===== src/rtl/deinterleaver_wifi.sv =====
// 802.11a/g receive deinterleaver for BPSK/QPSK (s = 1), bit-serial in and out.
// Two ping-pong banks: one symbol is written in channel order while the other is read in encoder order.
module deinterleaver_wifi #(
  parameter int N_CBPS = 48,
  parameter int AW     = 7
) (
  input  logic clk,
  input  logic reset,
  input  logic valid_in,
  input  logic data_in,
  output logic valid_out,
  output logic data_out,
  output logic busy
);

  localparam int R  = N_CBPS / 16;
  localparam int RW = AW - 4;
  localparam logic [RW-1:0] ROW_LAST  = RW'(R - 1);
  localparam logic [AW-1:0] ADDR_LAST = AW'(N_CBPS - 1);

  typedef enum logic {IDLE, READ} state_t;

  state_t        state;
  logic [RW-1:0] row;
  logic [3:0]    col;
  logic          wr_bank;
  logic          rd_bank;
  logic [1:0]    full;
  logic [1:0]    full_next;
  logic [AW-1:0] rd_addr;
  logic [AW-1:0] wr_addr;
  logic          wr_last;
  logic          rd_last;

  // Each bank spans the whole address space; only addresses below N_CBPS are ever touched.
  logic mem [2][1<<AW];

  // The write address is {r, c}, i.e. 16*r + c, which is the s = 1 inverse permutation without a multiplier.
  assign wr_addr = {row, col};
  assign wr_last = valid_in && (row == ROW_LAST) && (col == 4'hf);
  assign rd_last = (state == READ) && (rd_addr == ADDR_LAST);

  always_ff @(posedge clk) begin
    if (valid_in) begin
      mem[wr_bank][wr_addr] <= data_in;
    end
  end

  always_ff @(posedge clk or negedge reset) begin
    if (!reset) begin
      row     <= '0;
      col     <= '0;
      wr_bank <= 1'b0;
    end else if (valid_in) begin
      if (row == ROW_LAST) begin
        row <= '0;
        if (col == 4'hf) begin
          col     <= '0;
          wr_bank <= ~wr_bank;
        end else begin
          col <= col + 4'd1;
        end
      end else begin
        row <= row + RW'(1);
      end
    end
  end

  // A completing write and a finishing read on opposite banks in one cycle must both land.
  always_comb begin
    full_next = full;
    if (rd_last) begin
      full_next[rd_bank] = 1'b0;
    end
    if (wr_last) begin
      full_next[wr_bank] = 1'b1;
    end
  end

  always_ff @(posedge clk or negedge reset) begin
    if (!reset) begin
      state     <= IDLE;
      rd_addr   <= '0;
      rd_bank   <= 1'b0;
      full      <= 2'b00;
      valid_out <= 1'b0;
      data_out  <= 1'b0;
    end else begin
      full <= full_next;
      case (state)
        IDLE: begin
          valid_out <= 1'b0;
          data_out  <= 1'b0;
          if (full[rd_bank]) begin
            state   <= READ;
            rd_addr <= '0;
          end
        end
        READ: begin
          valid_out <= 1'b1;
          data_out  <= mem[rd_bank][rd_addr];
          if (rd_addr == ADDR_LAST) begin
            rd_addr <= '0;
            rd_bank <= ~rd_bank;
            // Stay in READ when the other bank is already (or just now) full.
            if (!full_next[~rd_bank]) begin
              state <= IDLE;
            end
          end else begin
            rd_addr <= rd_addr + AW'(1);
          end
        end
        default: begin
          state     <= IDLE;
          valid_out <= 1'b0;
          data_out  <= 1'b0;
        end
      endcase
    end
  end

  assign busy = (|full) || (row != '0) || (col != 4'h0) || (state == READ);

endmodule

===== config.mk =====
export PLATFORM = sky130hd
export DESIGN_NAME = deinterleaver_wifi
export DESIGN_NICKNAME = d
export VERILOG_FILES = /design/src/rtl/deinterleaver_wifi.sv
export SDC_FILE = /design/constraint.sdc
export NUM_CORES = 1
export LEC_CHECK = 0
export BUFFER_PORTS_ARGS = -buffer_cell sky130_fd_sc_hd__buf_2
export CORE_MARGIN = 1.5
export CORE_UTILIZATION = 60
export CTS_CLUSTER_DIAMETER = 60
export DETAILED_ROUTE_END_ITERATION = 8
export PLACE_DENSITY = 0.76
export SLEW_MARGIN = 10
export SYNTH_ARGS = -nofsm -noshare
export SYNTH_HDL_FRONTEND = slang
export SYNTH_SLANG_ARGS = --single-unit

===== constraint.sdc =====
create_clock -name clk -period 2.9 [get_ports clk]
set_input_delay 0.29 -clock clk [delete_from_list [all_inputs] [get_ports clk]]
set_output_delay 0.29 -clock clk [all_outputs]
set_load 0.02 [all_outputs]

Word level (Yosys, flattened, before mapping)
Memory sizes are Yosys's and may differ from the RTL's.
Index checks and enable logic that the tools add are counted.

word-level totals
  register bits = 21
  memory bits (writable) = 256
  input port bits = 4
  output and inout port bits = 3
  word-level logic and storage cells = 76
  memories = 1

memories
  memory  depth  width  rd ports  clocked after Yosys merged registers in  write ports  line  source
  mem     2      128    1         0                                        1            36    logic mem [2][1<<AW];

operators by class
  $add $sub $neg = 3
  magnitude comparators = 8
  eq/ne operators = 4
  mux-type cells = 28
  bitwise gates (word level) = 8
  reductions and logical operators = 15

operators by type and width
  cell                                                 count
  two-way mux 128 bit                                  1
  >= comparator 8 bit, second input constant           2
  NOT 7 -> 8 bit                                       2
  two-way mux 7 bit                                    2
  one-hot mux 7 bit (2 select lines)                   1
  two-way mux 1 bit                                    13
  < comparator 8 x 1 -> 1 bit, second input constant   1
  adder 7 x 1 -> 7 bit, second input constant          1
  binary-select mux 1 bit (select 7 bit)               1
  demux 1 bit (select 7 bit)                           1
  equality test 7 x 6 -> 1 bit, second input constant  1
  logical AND 1 bit                                    6
  < comparator 1 x 2 -> 1 bit, second input constant   3
  one-hot mux 1 bit (2 select lines)                   3
  adder 4 x 1 -> 4 bit, second input constant          1
  equality test 4 bit, second input constant           1
  two-way mux 2 bit                                    2
  two-way mux 4 bit                                    1
  AND reduction 2 bit                                  2
  nonzero test 4 bit                                   1
  adder 3 x 1 -> 3 bit, second input constant          1
  equality test 3 x 2 -> 1 bit, second input constant  1
  logical OR 1 bit                                     3
  two-way mux 3 bit                                    1
  10 further kinds                                     14

Depth between registers and ports, before layout
Gate-level depths: netlist of the first run.

  depth after elaboration = 14
  gate-level depth with buffers = 9
  mapped depth without buffers = 7

Least setup slack after synthesis of the first run
Ideal clock, no wire load.

  path kind = reg2reg
  start = register rd_bank
  end = register data_out
  arrival = 1912 ps
  path slack = 867 ps
  cell stages (with the launch flop) = 8
  path buffers = 1
  period minus slack after synthesis = 2033 ps
  cell sequence = dfrtp_1 -> buf_2 -> mux4_1 -> a22oi_1 -> a21oi_1 -> nor4_1 -> nand3_1 -> o2111a_1

on the way
  cells in the longest elaborated chain, start to end = 5

RTL lines
  what                                                   line  source
  start: declaration                                     27    logic rd_bank;
  start signal: assignment                               104   rd_bank <= ~rd_bank;
  memory (2 x 128 bit)                                   n/a
  binary-select mux 1 bit (select 7 bit)                 101   data_out <= mem[rd_bank][rd_addr];
  two-way mux 1 bit (implied by the code) (2 in series)  101
  one-hot mux 1 bit (2 select lines)                     90    case (state)
  end signal: assignment                                 101
  end: declaration                                       12    output logic data_out,

Every way passes these cells. The select of a mux whose other input is x is not followed.
A chain may end at the register's enable or synchronous reset.

Final worst setup path of the first run
Same ends and word-level chain as after synthesis.

==> results of run 1 <==
## where the power goes
part	total (mW)	leakage, nW	switching [mW]	internal, mW
combinational	0.941	1.16	0.766	0.175
clock	3.34	0.416	1.45	1.90
sequential	4.62	2.57	0.167	4.45
total	8.91	4.15	2.38	6.53
## logic make-up after synthesis
family | after synthesis | synth area share [%]
DFF | 277 | 67.22
buffers and inverters | 79 | 3.011
and+or+nand+nor | 379 | 12.88
xor gates and xnor gates | 4 | 0.2867
AOI/OAI and AO/OA | 70 | 3.881
adders and majority gates | 3 | 0.3073
muxes | 74 | 12.41
## cell type report
class                           instances  area, sq um  share of cell area [%]
Clock buffer                           34        744.5                   5.580
Clock inverter                         15        95.09                  0.7127
Inverter                               12        45.04                  0.3376
Multi-Input combinational cell        530         3637                   27.26
Sequential cell                       277         8220                   61.62
Tap cell                              270        337.8                   2.532
Timing Repair Buffer                   29        261.5                   1.960
## sequential cells by signal, summed over array words and instances (netlist names)
name	flops
valid_out	1
wr_bank	1
mem	256
rd_addr	7
state	1
data_out	1
rd_bank	1
full	2
row	3
col	4
## worst reg2reg max path: stages (launching register included)
cell and delay (ns):
dfrtp_4 0.66, buf_12 0.26, mux4_1 0.60, a22oi_1 0.22, a21oi_1 0.11, nor4_1 0.41
nand3_1 0.13, o2111a_1 0.14
## placed cells by master, fill, tap and decap left out, types with 7 or more instances in the layout
master and instances:
nor2_1 270, edfxtp_1 256, mux4_2 52, nand2_1 41
clkbuf_16 29, nand3_1 21, a22oi_1 21, dfrtp_1 19
buf_4 18, a21oi_1 16, inv_1 12, nor2b_1 11
o21ai_0 10, mux2_2 9, nand4_1 7, mux4_1 7
clkinv_1 7
## per-layer routing
layer / GRT usage (%) / up-vias
li1: - / 3252
met1: 37.07 / 3735
met2: 42.07 / 355
met3: 4.608 / 81
met4: 11.58 / 0
met5: 0 / -
## cells in the mapped netlist (3+ instances only)
cell and number:
nand4_1 7, or3_1 4, dfrtp_1 21, mux2i_1 6
mux2_2 9, mux4_1 7, xnor2_1 4, a31oi_1 3
nand2b_1 6, a21oi_1 16, nand2_1 41, edfxtp_1 256
clkbuf_1 49, inv_1 12, buf_2 11, a22oi_1 21
nand3_1 21, nor2_1 270, ha_1 3, and3_1 3
nor2b_1 11, o22ai_1 3, o21ai_0 10, nor3_1 5
mux4_2 52, buf_6 5
## worst min-delay path by stage
stage,cells past startpoint,slack (ns),to
CTS,2,0.06,row[1]$_DFFE_PN0P_
global route,2,0.08,row[1]$_DFFE_PN0P_
detailed placement,1,0.28,full[0]$_DFF_PN0_
floorplan,0,-0.006,col[0]$_DFFE_PN0P_
finish,2,0.08,row[1]$_DFFE_PN0P_
global placement,1,0.28,full[0]$_DFF_PN0_
==> metrics, run 1 <==
Worst path top cell family by delay flip-flops; Place WS 0.2402 ns; Final Hold Fails 0; crit path capture data_out$_DFF_PN0_; Synthesis Warnings 0; Leakage 4.148 nW; reg2reg setup slack 0.25 ns; average cell area after synthesis 13.79 sq um; WL/cell 23.58 um; P&R area growth vs syn 9.196%; Via Count 7423; First-pass DRT Iterations 5; Max Cap Viol 0; Synth top area share 62.92%; RR Endpoint data_out$_DFF_PN0_; Initial Utilization 60.77%; highest metal used met4; Syn Inst Count 886; top cells by area, synth edfxtp_1 (63%), mux4_2 (9.6%), nor2_1 (8.3%); RSZ-0062 raised after global routing no; GRT Total Usage roughly a quarter; Worst EP arrival 3.07 ns; Main synth FF type edfxtp_1; met2 wire length 13350 um; drt initial violations 924; H-tree lvl count 1; DRC viols 0; # IOs 7; clk root buf clkbuf_16; Pins Over Slew Limit 0; Worst Setup SP rd_bank$_DFFE_PN0N_; worst hold path class in2reg; total CTS buffers 28; Clock Sinks approximately 280; Die Ht roughly 150 um; Hold Slack 0.07768 ns; pwr/cell area between 600 and 700 mW/mm^2; pin count of the biggest net entering global routing 103; CP Depth 7; TritonCTS clock tree yes; Slew @ Worst Pin 1.021 ns; Core ar. between 0.02 and 0.025 sq mm; routed metal-1 wire length 10630 um; Reg-to-Reg Start rd_bank$_DFFE_PN0N_; via/cell ratio 6.361; Hold Crit Start valid_in; Design Area, Final around 0.013 sq mm; sequential area share after synthesis roughly 67%; PortBufs 6; # Post-CTS Setup Buffers 0; Netlist cell types 47; min cycle time layout 2.649 ns; share of flip-flops with an asynchronous set or reset 7.581%; vias in the first global route 7310; crit path capture type flip-flop; post-synth top area cell edfxtp_1; overall power between 8 and 9 mW; PostCTS Resize Cnt 0; die width approximately 150 um; cells along the critical path buf_12 > mux4_1 > a22oi_1 > a21oi_1 > nor4_1 > nand3_1 > o2111a_1; initial antenna violation count 0; CP max stage cell dfrtp_4; crit-path max FO 19; critical setup path kind reg2reg; RePlAce Congestion 0.8736; full die area 0.02123 sq mm; final WL 27520 um; Worst Path Required 3.32 ns; Placed Area 0.01249 sq mm; non-filler cells, final roughly 1200; n_diodes 0; Clock Skew 0.01011 ns; final worst path period share 91.35%; layout cells sized above 1 between 10% and 20%; CP bufs+invs 1; Max Freq 377.5 MHz; utilization after layout 66.36%; Max Buffers Root-to-Sink 3; peak supply drop 0.4872 mV; Skew-Pair Late Insertion Delay 0.54 ns; hold buffers post-CTS 1; Final #Nets slightly below 900; cells on worst reg2reg path 7; row cnt 52; FF+latch count, synth 277; status finished clean; Placed Cells 1117; Final WS setup approximately 0.25 ns; GR Overflow Total 0; number of fill cells 1424; Mapped Area about 0.012 sq mm; global-route wire length before repair 42290 um; max incr delay on CP 0.66 ns; Post-Syn Nets 893; final setup TNS 0 ns; antenna-violating nets left 0; setup violators final 0; Met3 Wirelength 2325 um; Slew HR 31.95%; Post-synth EDFFs ~260; CTS clk-pin slew, worst paths roughly 0.070 ns; post-DP HPWL between 15000 and 20000 um; critical path launch point type flip-flop
Note: power is estimated with default switching activity, not from simulation.
==> run 2: changes to the inputs <==
--- a/config.mk
+++ b/config.mk
@@ -7,8 +7,8 @@
 export LEC_CHECK = 0
 export BUFFER_PORTS_ARGS = -buffer_cell sky130_fd_sc_hd__buf_2
 export CORE_MARGIN = 1.5
-export CORE_UTILIZATION = 60
-export CTS_CLUSTER_DIAMETER = 60
+export CORE_UTILIZATION = 57
+export CTS_BUF_LIST = sky130_fd_sc_hd__clkbuf_16
 export DETAILED_ROUTE_END_ITERATION = 8
 export PLACE_DENSITY = 0.76
 export SLEW_MARGIN = 10
==> constraint.sdc (replaced) <==
create_clock -name clk -period 2.25 [get_ports clk]
set_input_delay 0.225 -clock clk [delete_from_list [all_inputs] [get_ports clk]]
set_output_delay 0.225 -clock clk [all_outputs]
set_load 0.02 [all_outputs]
==> run 2 against run 1 <==
First-iteration DRC count rose by 5.2%; highest routed layer unchanged; critical path depth grew 2; sequential power rose by 29%; combinational power increased by 57%; clock power grew 35%; final area is 6.5% higher; register-to-register slack lost 0.53 ns; power rose by 34%; non-clock buffer count rose by 62; worst setup slack worse by 0.53 ns; the run now ends with setup timing left; largest power group unchanged; hold slack got worse by 0.032 ns; global-route usage increased by 2.0 points; critical endpoint unchanged.
==> metrics, run 2 (synthesis gave the netlist of run 1 again) <==
status finished with violations (was finished clean); failing checks setup timing; Worst EP arrival 2.99 ns (was 3.07 ns); RePlAce Congestion 0.8926 (was 0.8736); number of fill cells 1425 (was 1424); vias in the first global route 7789 (was 7310); crit-path max FO 10 (was 19); PortBufs 6 (unchanged); initial antenna violation count 0 (unchanged); Leakage 4.587 nW (was 4.148 nW); final worst path period share 112.2% (was 91.35%); Biggest register mem (unchanged); peak supply drop 0.6801 mV (was 0.4872 mV); Slew @ Worst Pin 1.313 ns (was 1.021 ns); drt initial violations 972 (was 924); GR Overflow Total 0 (unchanged); Slew HR 12.13% (was 31.95%); Skew-Pair Late Insertion Delay 0.56 ns (was 0.54 ns); overall power 11.94 mW (was 8.906 mW); clk root buf clkbuf_16 (unchanged); min cycle time layout 2.525 ns (was 2.649 ns); pwr/cell area 840.4 mW/mm^2 (was 667.6 mW/mm^2); full die area 0.02232 sq mm (was 0.02123 sq mm); final WL 30710 um (was 27520 um); total CTS buffers 29 (was 28); max FFs per register 256 (unchanged); First-pass DRT Iterations 7 (was 5); GRT Total Usage 28.64% (was 26.62%); WL/cell 24.78 um (was 23.58 um); TritonCTS clock tree yes (unchanged); Final Hold Fails 0 (unchanged); Reg area 0.008222 sq mm (was 0.008220 sq mm); Worst Path Required 2.72 ns (was 3.32 ns); worst hold path class in2reg (unchanged); pin count of the biggest net entering global routing 91 (was 103); global-route wire length before repair 46580 um (was 42290 um); H-tree lvl count 1 (unchanged); Final WS setup -0.2753 ns (was 0.2509 ns); Via Count 7971 (was 7423); layout cells sized above 1 23.03% (was 14.72%); commonest non-fill, non-tap cells in the layout nor2_1 (270), edfxtp_1 (256), buf_4 (66), mux4_2 (54), nand2_1 (41) (was nor2_1 (270), edfxtp_1 (256), mux4_2 (52), nand2_1 (41), clkbuf_16 (29)); via/cell ratio 6.433 (was 6.361); CTS clk-pin slew, worst paths 0.06 ns (was 0.07 ns); post-DP HPWL 18360 um (was 16810 um); commonest non-fill, non-tap cell in the layout nor2_1 (unchanged); Clock Sinks 277 (unchanged); Initial Utilization 58.12% (was 60.77%); n_diodes 0 (unchanged); utilization after layout 67.57% (was 66.36%); P&R area growth vs syn 16.25% (was 9.196%); critical setup path kind reg2reg (unchanged); RSZ-0062 raised after global routing yes (was no); die width 149.4 um (was 145.7 um); Max Cap Viol 0 (unchanged); Die Ht 149.4 um (was 145.7 um); # IOs 7 (unchanged); DRC viols 0 (unchanged); Multi-input gate area 0.003752 sq mm (was 0.003637 sq mm); Max Freq 396.0 MHz (was 377.5 MHz); Pins Over Slew Limit 0 (unchanged); antenna-violating nets left 0 (unchanged); Max Buffers Root-to-Sink 3 (unchanged); setup violators final 1 (was 0); Final #Nets 948 (was 885); crit path capture type flip-flop (unchanged); row cnt 53 (was 52); top flop regs mem (256), rd_addr (7), col (4) (unchanged); critical path launch point type flip-flop (unchanged); Core ar. 0.02102 sq mm (was 0.02010 sq mm); Clock Skew 0.02759 ns (was 0.01011 ns)
## run 2: final cells by class
class	instances	area share, %
timing repair buffer	91	6.598
clock inverter	25	1.251
inverter	12	0.3171
multi-input combinational	530	26.42
tap	275	2.422
clock buffer	29	5.109
sequential	277	57.88
## run 2: layer usage
| layer | track usage (%) | wire length (um) |
|---|---|---|
| met1 | 39.78 | 11630 |
| met2 | 45.53 | 14810 |
| met3 | 4.771 | 3008 |
| met4 | 11.68 | 1259 |
| met5 | 0 | 0 |
## run 2: critical path, cell delays in order (launching register included)
cell       delay, ns
dfrtp_4         0.50
buf_12          0.16
buf_4           0.13
bufbuf_16       0.28
nand3_1         0.13
a211oi_1        0.08
o41ai_1         0.60
a21oi_1         0.18
a21oi_1         0.18
o2111a_1        0.20
## run 2: repair_timing
action | in CTS | in global routing
hold endpoints to repair | 21 | 0
hold buffers | 1 | 0
buffers inserted | 11 | 0
setup endpoints to repair | 2 | 2
pin swaps | 10 | 2
gates resized for setup | 28 | 7
cloned | 2 | 0
## run 2: power breakdown
part	internal (mW)	switching (mW)	total (mW)
Sequential	5.74	0.202	5.94
Clock	2.57	1.94	4.51
Combinational	0.398	1.08	1.48
Total	8.71	3.23	11.9
## run 2: metrics by stage
| step | hold slack, ns | cells | TNS [ns] | cell area [sq um] | setup WS, ns |
|---|---|---|---|---|---|
| after detailed placement | 0.2476 | 1171 | -0.2208 | 12970 | -0.2208 |
| after global placement | 0.2407 | 1171 | -0.1697 | 12970 | -0.1697 |
| after floorplan | -0.07059 | 886 | 0 | 12220 | 0.2165 |
| after global routing | 0.06617 | 1239 | -0.3024 | 14200 | -0.3024 |
| final | 0.04608 | 1239 | -0.2753 | 14200 | -0.2753 |
| after CTS | 0.01690 | 1239 | -0.1419 | 14160 | -0.1419 |
## run 2: worst paths after layout
check / start / to / slack [ns] / cells past startpoint
min reg2reg: full[1]$_DFF_PN0_ / full[1]$_DFF_PN0_ / 0.59 / 1
max reg2reg: rd_bank$_DFFE_PN0N_ / data_out$_DFF_PN0_ / -0.28 / 9
min: valid_in / row[1]$_DFFE_PN0P_ / 0.05 / 2
min in group asynchronous: reset / col[2]$_DFFE_PN0P_ / 0.20 / 2
max: rd_bank$_DFFE_PN0N_ / data_out$_DFF_PN0_ / -0.28 / 9
max in group asynchronous: reset / rd_addr[0]$_DFFE_PN0P_ / 1.58 / 2
==> run 3: changes to the inputs <==
--- a/config.mk
+++ b/config.mk
@@ -8,7 +8,7 @@
 export BUFFER_PORTS_ARGS = -buffer_cell sky130_fd_sc_hd__buf_2
 export CORE_MARGIN = 1.5
 export CORE_UTILIZATION = 57
-export CTS_BUF_LIST = sky130_fd_sc_hd__clkbuf_16
+export CTS_CLUSTER_DIAMETER = 100
 export DETAILED_ROUTE_END_ITERATION = 8
 export PLACE_DENSITY = 0.76
 export SLEW_MARGIN = 10
==> run 3 against run 2 <==
The flow still finishes with violations (setup timing); hold slack got worse by 0.010 ns; routed wire length is 0.69% lower; non-clock buffer count unchanged; final cell count unchanged; power rose by 1.8%; final area grew 0.12%; largest cell class unchanged.
==> metrics, run 3 (synthesis gave the netlist of run 1 again) <==
status finished with violations (unchanged); failing checks setup timing (unchanged); Skew-Pair Late Insertion Delay 0.57 ns (was 0.56 ns); CTS clk-pin slew, worst paths 0.06 ns (about the same); reg2reg setup slack -0.25 ns (was -0.28 ns); Worst Hold Path EP row[1]$_DFFE_PN0P_ (unchanged); clk root buf clkbuf_16 (unchanged); Worst Path Required 2.72 ns (about the same); overall power 12.15 mW (was 11.94 mW); Biggest register mem (unchanged); peak supply drop 0.6942 mV (was 0.6801 mV); commonest non-fill, non-tap cells in the layout nor2_1 (270), edfxtp_1 (256), buf_4 (66), mux4_2 (54), nand2_1 (41) (unchanged); Max Cap Viol 0 (unchanged); GR Overflow Total 0 (unchanged); top flop regs mem (256), rd_addr (7), col (4) (unchanged); # IOs 7 (unchanged); Final Hold Fails 0 (unchanged); pwr/cell area 854.2 mW/mm^2 (was 840.4 mW/mm^2); min cycle time layout 2.503 ns (was 2.525 ns); worst hold path class in2reg (unchanged); non-filler cells, final 1239 (unchanged); critical path launch point type flip-flop (unchanged); Pins Over Slew Limit 0 (unchanged); initial antenna violation count 0 (unchanged); global-route wire length before repair 46580 um (about the same); post-DP HPWL 18360 um (unchanged); vias in the first global route 7820 (was 7789); pin count of the biggest net entering global routing 91 (unchanged); Final WS setup -0.2527 ns (was -0.2753 ns); RR Endpoint data_out$_DFF_PN0_ (unchanged); Leakage 4.581 nW (was 4.587 nW); Worst EP arrival 2.98 ns (was 2.99 ns); WL/cell 24.61 um (was 24.78 um); antenna-violating nets left 0 (unchanged); Slew HR 16.00% (was 12.13%); setup violators final 1 (unchanged); max FFs per register 256 (unchanged); RePlAce Congestion 0.8926 (unchanged); critical setup path kind reg2reg (unchanged); Placed Cells 1171 (unchanged); P&R area growth vs syn 16.39% (was 16.25%); Place WS -0.2208 ns (unchanged); cell count of the worst hold path 2 (unchanged); Final #Nets 948 (unchanged); Initial Utilization 58.12% (unchanged); n_diodes 0 (unchanged); final WL 30490 um (was 30710 um); final worst path period share 111.2% (was 112.2%); Hold Crit Start valid_in (unchanged); Die Ht 149.4 um (unchanged); Reg-to-Reg Start rd_bank$_DFFE_PN0N_ (unchanged); crit path capture type flip-flop (unchanged); total CTS buffers 29 (unchanged); full die area 0.02232 sq mm (unchanged); First-pass DRT Iterations 8 (was 7); GRT Total Usage 28.59% (was 28.64%); H-tree lvl count 1 (unchanged); drt initial violations 867 (was 972); die width 149.4 um (unchanged); Core ar. 0.02102 sq mm (unchanged); TritonCTS clock tree yes (unchanged); Max Freq 399.6 MHz (was 396.0 MHz); layout cells sized above 1 23.03% (unchanged); cells on worst reg2reg path 9 (unchanged); DRC viols 0 (unchanged); RSZ-0062 raised after global routing yes (unchanged); Clock Skew 0.03412 ns (was 0.02759 ns); Max Buffers Root-to-Sink 3 (unchanged); commonest non-fill, non-tap cell in the layout nor2_1 (unchanged); crit-path max FO 10 (unchanged); Slew @ Worst Pin 1.255 ns (was 1.313 ns); row cnt 53 (unchanged); via/cell ratio 6.378 (was 6.433); Via Count 7902 (was 7971); Clock Sinks 277 (unchanged); PortBufs 6 (unchanged)
==> run 3: changes by cell type in the layout (fill, tap and decap cells not counted), sizes merged <==
cell and change:
clkbuf +12, inv -7, clkinv -5
==> run 3: worst max path at each step <==
stage / startpoint / end / slack [ns] / cells after the start
2_1_floorplan: rd_bank$_DFFE_PN0N_ / data_out$_DFF_PN0_ / 0.22 / 7
3_3_place_gp: rd_bank$_DFFE_PN0N_ / data_out$_DFF_PN0_ / -0.17 / 7
3_5_place_dp: rd_bank$_DFFE_PN0N_ / data_out$_DFF_PN0_ / -0.22 / 8
4_1_cts: rd_bank$_DFFE_PN0N_ / data_out$_DFF_PN0_ / -0.14 / 8
5_1_grt: rd_bank$_DFFE_PN0N_ / data_out$_DFF_PN0_ / -0.32 / 10
6_report: rd_bank$_DFFE_PN0N_ / data_out$_DFF_PN0_ / -0.25 / 9
==> run 3: cell type report <==
cell class / count / area (sq um)
Clock buffer: 41 / 820.8
Clock inverter: 13 / 132.6
Fill cell: 1416 / 6800
Inverter: 12 / 45.04
Multi-Input combinational cell: 530 / 3720
Sequential cell: 277 / 8222
Tap cell: 275 / 344.1
Timing Repair Buffer: 91 / 937.1
==> run 3: per-stage QoR <==
stage / cell area, sq um / hold WS, ns / TNS, ns / utilization [%]
2_1_floorplan: 12220 / -0.07059 / 0 / -
3_3_place_gp: 12970 / 0.2407 / -0.1697 / 61.68
3_5_place_dp: 12970 / 0.2476 / -0.2208 / 61.68
4_1_cts: 14210 / 0.01693 / -0.1414 / 67.62
5_1_grt: 14220 / 0.06575 / -0.3152 / 67.65
6_report: 14220 / 0.03596 / -0.2527 / 67.65
==> run 3: what timing repair did <==
| action | CTS | global route |
|---|---|---|
| setup buffers | 11 | 0 |
| pin swaps | 10 | 0 |
| gates cloned | 2 | 0 |
| endpoints found under the setup margin | 2 | 2 |
| resized for setup | 28 | 1 |
| hold endpoints to repair | 21 | 0 |
| hold buffers | 1 | 0 |
==> run 3: worst max-delay path, cell delays in order, from the launching register on <==
cell and delay [ns]:
dfrtp_4 0.49, buf_12 0.16, buf_4 0.14, bufbuf_16 0.28, nand3_1 0.13, a211oi_1 0.08
o41ai_1 0.58, a21oi_1 0.18, a21oi_1 0.19, o2111a_1 0.19
==> run 3: routing by layer <==
metal | vias up | GRT usage (%) | routed length, um
li1 | 3374 | - | -
met4 | 0 | 12.23 | 1309
met1 | 3961 | 38.95 | 11470
met2 | 459 | 45.18 | 14670
met3 | 108 | 5.841 | 3044
met5 | - | 0 | 0
==> run 3: power breakdown <==
part           internal (mW)  switching (mW)  leakage [nW]  total, mW
logic                  0.398            1.09          1.55       1.48
registers               5.74           0.200          2.57       5.94
clock network           2.77            1.95         0.456       4.72
